--- src/rtl/aes_subbytes_serial.sv ---
// rtl/aes_subbytes_serial.sv - byte-serial AES SubBytes stage feeding ShiftRows
//
// Substitutes a 128-bit AES state BYTES_PER_CYCLE bytes per clock through shared
// S-box logic. It takes NUM_STEPS = 16/BYTES_PER_CYCLE clocks per state.
// Optional macro AES_INV_SUBBYTES_EN adds inverse S-boxes, selected by the inv
// value latched at accept.
//
// Ports:
//   clk        clock, rising edge
//   rst        synchronous active-high reset
//   in_valid   state_in is valid
//   in_ready   block can accept a state this cycle
//   state_in   128-bit input state, byte k = state_in[127-8k -: 8]
//   inv        1 = InvSubBytes (only with AES_INV_SUBBYTES_EN), latched at accept
//   out_valid  state_out holds a complete result
//   out_ready  downstream accepts the result
//   state_out  substituted state, registered
//   busy       high while a substitution run is in progress

module aes_subbytes_serial #(
    parameter int BYTES_PER_CYCLE = 1
) (
    input  logic         clk,
    input  logic         rst,
    input  logic         in_valid,
    output logic         in_ready,
    input  logic [127:0] state_in,
    input  logic         inv,
    output logic         out_valid,
    input  logic         out_ready,
    output logic [127:0] state_out,
    output logic         busy
);

    localparam int NUM_STEPS = 16 / BYTES_PER_CYCLE;
    localparam int CW        = (NUM_STEPS > 1) ? $clog2(NUM_STEPS) : 1;
    localparam int SW        = 8 * BYTES_PER_CYCLE;

    generate
        if (BYTES_PER_CYCLE != 1 && BYTES_PER_CYCLE != 2 && BYTES_PER_CYCLE != 4 &&
            BYTES_PER_CYCLE != 8 && BYTES_PER_CYCLE != 16) begin : g_bad_param
            $error("aes_subbytes_serial: BYTES_PER_CYCLE must be 1, 2, 4, 8 or 16");
        end
    endgenerate

    // GF(2^8) arithmetic, reduction polynomial x^8+x^4+x^3+x+1
    function automatic logic [7:0] gf_mul(input logic [7:0] a, input logic [7:0] b);
        logic [7:0] p;
        logic [7:0] aa;
        p  = 8'h00;
        aa = a;
        for (int i = 0; i < 8; i++) begin
            if (b[i]) p = p ^ aa;
            aa = {aa[6:0], 1'b0} ^ (aa[7] ? 8'h1b : 8'h00);
        end
        return p;
    endfunction

    // Multiplicative inverse as x^254 (maps 0 to 0, as the S-box requires)
    function automatic logic [7:0] gf_inv(input logic [7:0] x);
        logic [7:0] x2, x3, x12, x15, x240;
        x2   = gf_mul(x, x);
        x3   = gf_mul(x2, x);
        x12  = gf_mul(x3, x3);
        x12  = gf_mul(x12, x12);
        x15  = gf_mul(x12, x3);
        x240 = x15;
        for (int i = 0; i < 4; i++) x240 = gf_mul(x240, x240);
        return gf_mul(gf_mul(x240, x12), x2);
    endfunction

    function automatic logic [7:0] fwd_sbox(input logic [7:0] a);
        logic [7:0] v;
        v = gf_inv(a);
        return v ^ {v[6:0], v[7]} ^ {v[5:0], v[7:6]} ^ {v[4:0], v[7:5]} ^
               {v[3:0], v[7:4]} ^ 8'h63;
    endfunction

`ifdef AES_INV_SUBBYTES_EN
    function automatic logic [7:0] inv_sbox(input logic [7:0] s);
        return gf_inv({s[6:0], s[7]} ^ {s[4:0], s[7:5]} ^ {s[1:0], s[7:2]} ^ 8'h05);
    endfunction
`endif

    typedef enum logic [1:0] {IDLE, RUN, DONE} fsm_t;

    fsm_t           fsm, fsm_next;
    logic [CW-1:0]  step;
    logic [127:0]   work;
    logic [127:0]   work_next;
    logic [SW-1:0]  sub_top;
    logic           last_step;
    logic           accept;

`ifdef AES_INV_SUBBYTES_EN
    logic           inv_q;
`else
    logic           unused_inv;
    assign unused_inv = inv;
`endif

    assign last_step = (step == CW'(NUM_STEPS - 1));
    assign in_ready  = (fsm == IDLE) || (fsm == DONE && out_ready);
    assign accept    = in_valid && in_ready;
    assign out_valid = (fsm == DONE);
    assign busy      = (fsm == RUN);

    // The working register rotates left by one step's worth of bytes per clock,
    // so the bytes due for substitution are always the top ones. After
    // NUM_STEPS rotations every byte is back in its original position.
    always_comb begin
        sub_top = '0;
        for (int j = 0; j < BYTES_PER_CYCLE; j++) begin
`ifdef AES_INV_SUBBYTES_EN
            sub_top[SW-1-8*j -: 8] = inv_q ? inv_sbox(work[127-8*j -: 8])
                                           : fwd_sbox(work[127-8*j -: 8]);
`else
            sub_top[SW-1-8*j -: 8] = fwd_sbox(work[127-8*j -: 8]);
`endif
        end
    end

    logic [127+SW:0] rot_cat;
    assign rot_cat   = {work, sub_top};
    assign work_next = rot_cat[127:0];

    always_comb begin
        fsm_next = fsm;
        case (fsm)
            IDLE:    if (in_valid) fsm_next = RUN;
            RUN:     if (last_step) fsm_next = DONE;
            DONE:    if (out_ready) fsm_next = in_valid ? RUN : IDLE;
            default: fsm_next = IDLE;
        endcase
    end

    always_ff @(posedge clk) begin
        if (rst) begin
            fsm       <= IDLE;
            step      <= '0;
            work      <= '0;
            state_out <= '0;
`ifdef AES_INV_SUBBYTES_EN
            inv_q     <= 1'b0;
`endif
        end else begin
            fsm <= fsm_next;
            if (accept) begin
                work <= state_in;
                step <= '0;
`ifdef AES_INV_SUBBYTES_EN
                inv_q <= inv;
`endif
            end else if (fsm == RUN) begin
                work <= work_next;
                step <= step + CW'(1);
                if (last_step) state_out <= work_next;
            end
        end
    end

endmodule

--- config.mk ---
export PLATFORM = sky130hd
export DESIGN_NAME = aes_subbytes_serial
export DESIGN_NICKNAME = d
export VERILOG_FILES = /design/src/rtl/aes_subbytes_serial.sv
export SDC_FILE = /design/constraint.sdc
export NUM_CORES = 1
export LEC_CHECK = 0
export CORE_MARGIN = 2
export CORE_UTILIZATION = 50
export DETAILED_ROUTE_END_ITERATION = 10
export HOLD_SLACK_MARGIN = 0.15
export PLACE_DENSITY = 0.84
export SYNTH_ARGS = -nofsm -noshare
export SYNTH_HDL_FRONTEND = slang
export SYNTH_SLANG_ARGS = --single-unit
--- constraint.sdc ---
create_clock -name clk -period 19.65 [get_ports clk]
set_input_delay 4.9125 -clock clk [delete_from_list [all_inputs] [get_ports clk]]
set_output_delay 4.9125 -clock clk [all_outputs]
set_load 0.02 [all_outputs]
==> out/results.txt <==
The clock insertion delay at the later pin of the skew report was 530 ps. The family with the most delay on the worst path is XOR/XNOR gates. Buffer levels on the longest clock path: 3.

The top cell types in the final layout, fill and taps aside, are nand2_1 (551), a21oi_1 (311), clkdlybuf4s50_1 (261), dfxtp_1 (258), xnor2_1 (224). The repair_antennas step left the layout with diodes totalling 0. In this run the mean area of a mapped cell was 8.24 um^2.

The number of nets in the synthesized netlist is 2743. The number of endpoints with negative hold slack in the final report was 0; the global-route wire length before repair was 97300 um. Buffers placed on the I/O ports in this run total 262. The run gives 24 as the TritonCTS buffer count.

In this run, synthesis inferred 0 flip-flops with an integrated enable. The overall fraction of global-route tracks in use was 26.5%. The layout overhead on the synthesized area is 18.4%. At the worst endpoint, the required time is 20030 ps. The area used by sequential logic in the layout is 5250 um^2, and the count of vias placed by the detailed router is 19.6k.

The cell with the most instances on the worst path was xnor3_1. In the final routing, the length of wire on met1 measures 24600 um. The count of standard-cell rows came out at 75. The flow ran to the end, and the final reports show no timing, DRC or antenna violations. The worst setup path is launched from a flop. The tools report the via count of the first global-routing pass as 18.7k.

The cts-stage hold buffer count came out at 0. The multi-input gate area in the final layout was 15300 um^2; the die span in y was 211 um. The overall routed net length is 61500 um. For the worst slew slack as a fraction of its limit, the log shows 19.9%.

264 I/O pins were placed. For the total iterations of the first detailed-routing run, the log shows 8. The average detailed-routed wire length per instance was 18.5 um. TritonCTS built the clock tree. The filler cells instantiated in the layout total 3447.

In the routed design, unresolved DRC markers number 0. Once layout is complete, the cells apart from fillers number 3324. The number of buffer and inverter instances along the worst setup path was 4. The most common cell after layout, fill and taps aside was nand2_1.

The slew at the pin with the worst max-slew slack is 1200 ps. The worst setup path is captured at a flop. Detailed routing placed a total of 5390 um of wire on met3.

Across the run, the number of max-cap violations was 0. Highest layer used for signal routing: met4. The arrival time reported for the critical path endpoint is 19170 ps, and the setup clock skew after layout is 8.31 ps. The pin count of the biggest net entering global routing is 191, and the clock period minus worst slack is 18800 ps. The portion of the post-synthesis area used by sequential elements came out at 24.5%. The width of the chip is 211 um. The logs give 44500 um^2 for the total die area and 262 for the clock sink total. Synthesis inferred 262 register bits. Synthesis handed over a netlist of 2602 instances. The min-delay analysis places its worst path in the category flop to flop.

The netlist uses 105 different library cells. The clock-pin transition on the worst setup and hold timing paths is 60 ps, and the count of yosys warnings during synthesis is 0. Summing every instance area after synthesis gives 21400 um^2.

The effective utilization at floorplan is 50.9%, and the maximum operating frequency is 53.2 MHz. The logs give 1 for the initial antenna violation count and 29500 um for the detailed route wirelength on metal2. Among all flip-flop cells after synthesis, the most frequent one is dfxtp_1.

The fraction of synthesis flops using an asynchronous set or reset pin came out at 0%. Of the available clock period, the critical path in the final layout requires 95.7%. By startpoint and endpoint, the worst setup path is classified as flop to flop. The post-route netlist has 9.30% of its cells at a drive strength greater than 1. The HPWL after detailed placement was 43100 um; the total setup violations reported at the end of the flow was 0. The library cell contributing the largest single delay on the critical path was xnor3_1. The count of pins over their slew limit was 0; the vias per cell was 5.89.

After the first detailed-routing iteration, the DRC count stood at 1870. After global routing the overflow that remains totals 0. Remaining antenna violation count: 0. For this run, the post-layout net count is 2908.

CTS placed an instance of clkbuf_16 at the clock tree root. On the final layout, the worst hold slack is 455 ps. The highest fanout seen on the critical path works out to 23.

After floorplanning, the core was sized to cover 42100 um^2. The largest stage delay on the critical path is 550 ps, and the routability congestion estimate from global placement is 0.925. The cell count after placement was 3269; the number of H-tree branching levels was 1.
worst register-to-register path, delay by kind of cell (launching register included):
kind / cells / cell delay [ps]
flops: 1 / 340
buf+inv: 4 / 700
xor+xnor: 32 / 10580
mux: 3 / 830
simple gates: 9 / 1590
compound gates: 9 / 2500
fa+ha+maj: 6 / 2090
state kept, by name, indices dropped and copies added (netlist names):
register / cells
work: 128
state_out: 128
fsm: 2
step: 4
final timing paths:
check | from | to | slack [ps] | depth (start not counted)
min | state_out[108] | state_out[108] | 460 | 2
max | work[120] | work[0] | 850 | 63
min reg2reg | state_out[108] | state_out[108] | 460 | 2
max reg2reg | work[120] | work[0] | 850 | 63
through the flow:
stage,setup slack (ps),instance area [um^2],setup TNS [ps],utilization (%)
CTS,153,25200,0,59.8
floorplan,1730,21400,0,-
global route,-44.4,25400,-121,60.2
global placement,827,24300,0,57.8
detailed placement,214,24300,0,57.8
finish,854,25400,0,60.2
final cells by class:
| class | count | share of cell area [%] |
|---|---|---|
| clock buffer | 35 | 2.89 |
| clock inverter | 9 | 0.400 |
| inverter | 32 | 0.474 |
| multi-input combinational | 2111 | 60.3 |
| sequential | 262 | 20.7 |
| tap | 539 | 2.66 |
| timing repair buffer | 336 | 12.5 |
repair_timing:
action / CTS / global route
setup endpoints to repair: 0 / 16
buffers inserted: 0 / 11
gates resized for setup: 0 / 21
per-layer routing:
layer  GRT usage [%]  vias to the layer above
met5               0                        -
met4            8.69                        0
met3            6.21                      132
met2            44.3                      769
met1            33.8                     9434
li1                -                     9250
cell families (layout without fill, tap and decap cells):
group                    after synthesis  after routing  share of synthesized area (%)
buffers and inverters                229            412                           4.65
flip-flops                           262            262                           24.5
AND/OR/NAND/NOR                      909            909                           17.9
multiplexers                          73             73                           3.68
AO/OA/AOI/OAI                        631            631                           18.8
XOR/XNOR                             489            489                           29.9
adder cells (fa/ha/maj)                9              9                          0.514
cell usage after synthesis, drive strengths merged (5+ instances only):
master | instances | area [um^2]
nand3 | 27 | 135
o21bai | 5 | 41.3
ha | 8 | 100
o21a | 12 | 90.1
a221oi | 6 | 71.3
inv | 31 | 116
nor2 | 176 | 671
a32oi | 5 | 62.6
a31oi | 7 | 43.8
nor3b | 5 | 37.5
a21oi | 314 | 1590
a22oi | 136 | 1020
xnor2 | 274 | 2810
mux2 | 10 | 113
or3 | 5 | 31.3
xnor3 | 103 | 2330
or2 | 6 | 37.5
a311oi | 5 | 56.3
nor3 | 48 | 240
dfxtp | 262 | 5250
clkbuf | 132 | 495
a211oi | 6 | 50.1
mux2i | 61 | 631
nand2 | 552 | 2080
o211ai | 13 | 97.6
xor3 | 14 | 338
and2 | 16 | 103
o22ai | 12 | 75.1
xor2 | 98 | 930
nor4 | 7 | 50.1
a211o | 7 | 61.3
buf | 65 | 380
o221ai | 8 | 70.1
o21ai | 49 | 257
and3 | 12 | 75.1
a2111oi | 5 | 76.3
nand2b | 14 | 90.1
nor2b | 22 | 138
Power is left out: the tool's default activity adds up to more than one toggle a clock period on the data nets, which glitch-free logic cannot reach.
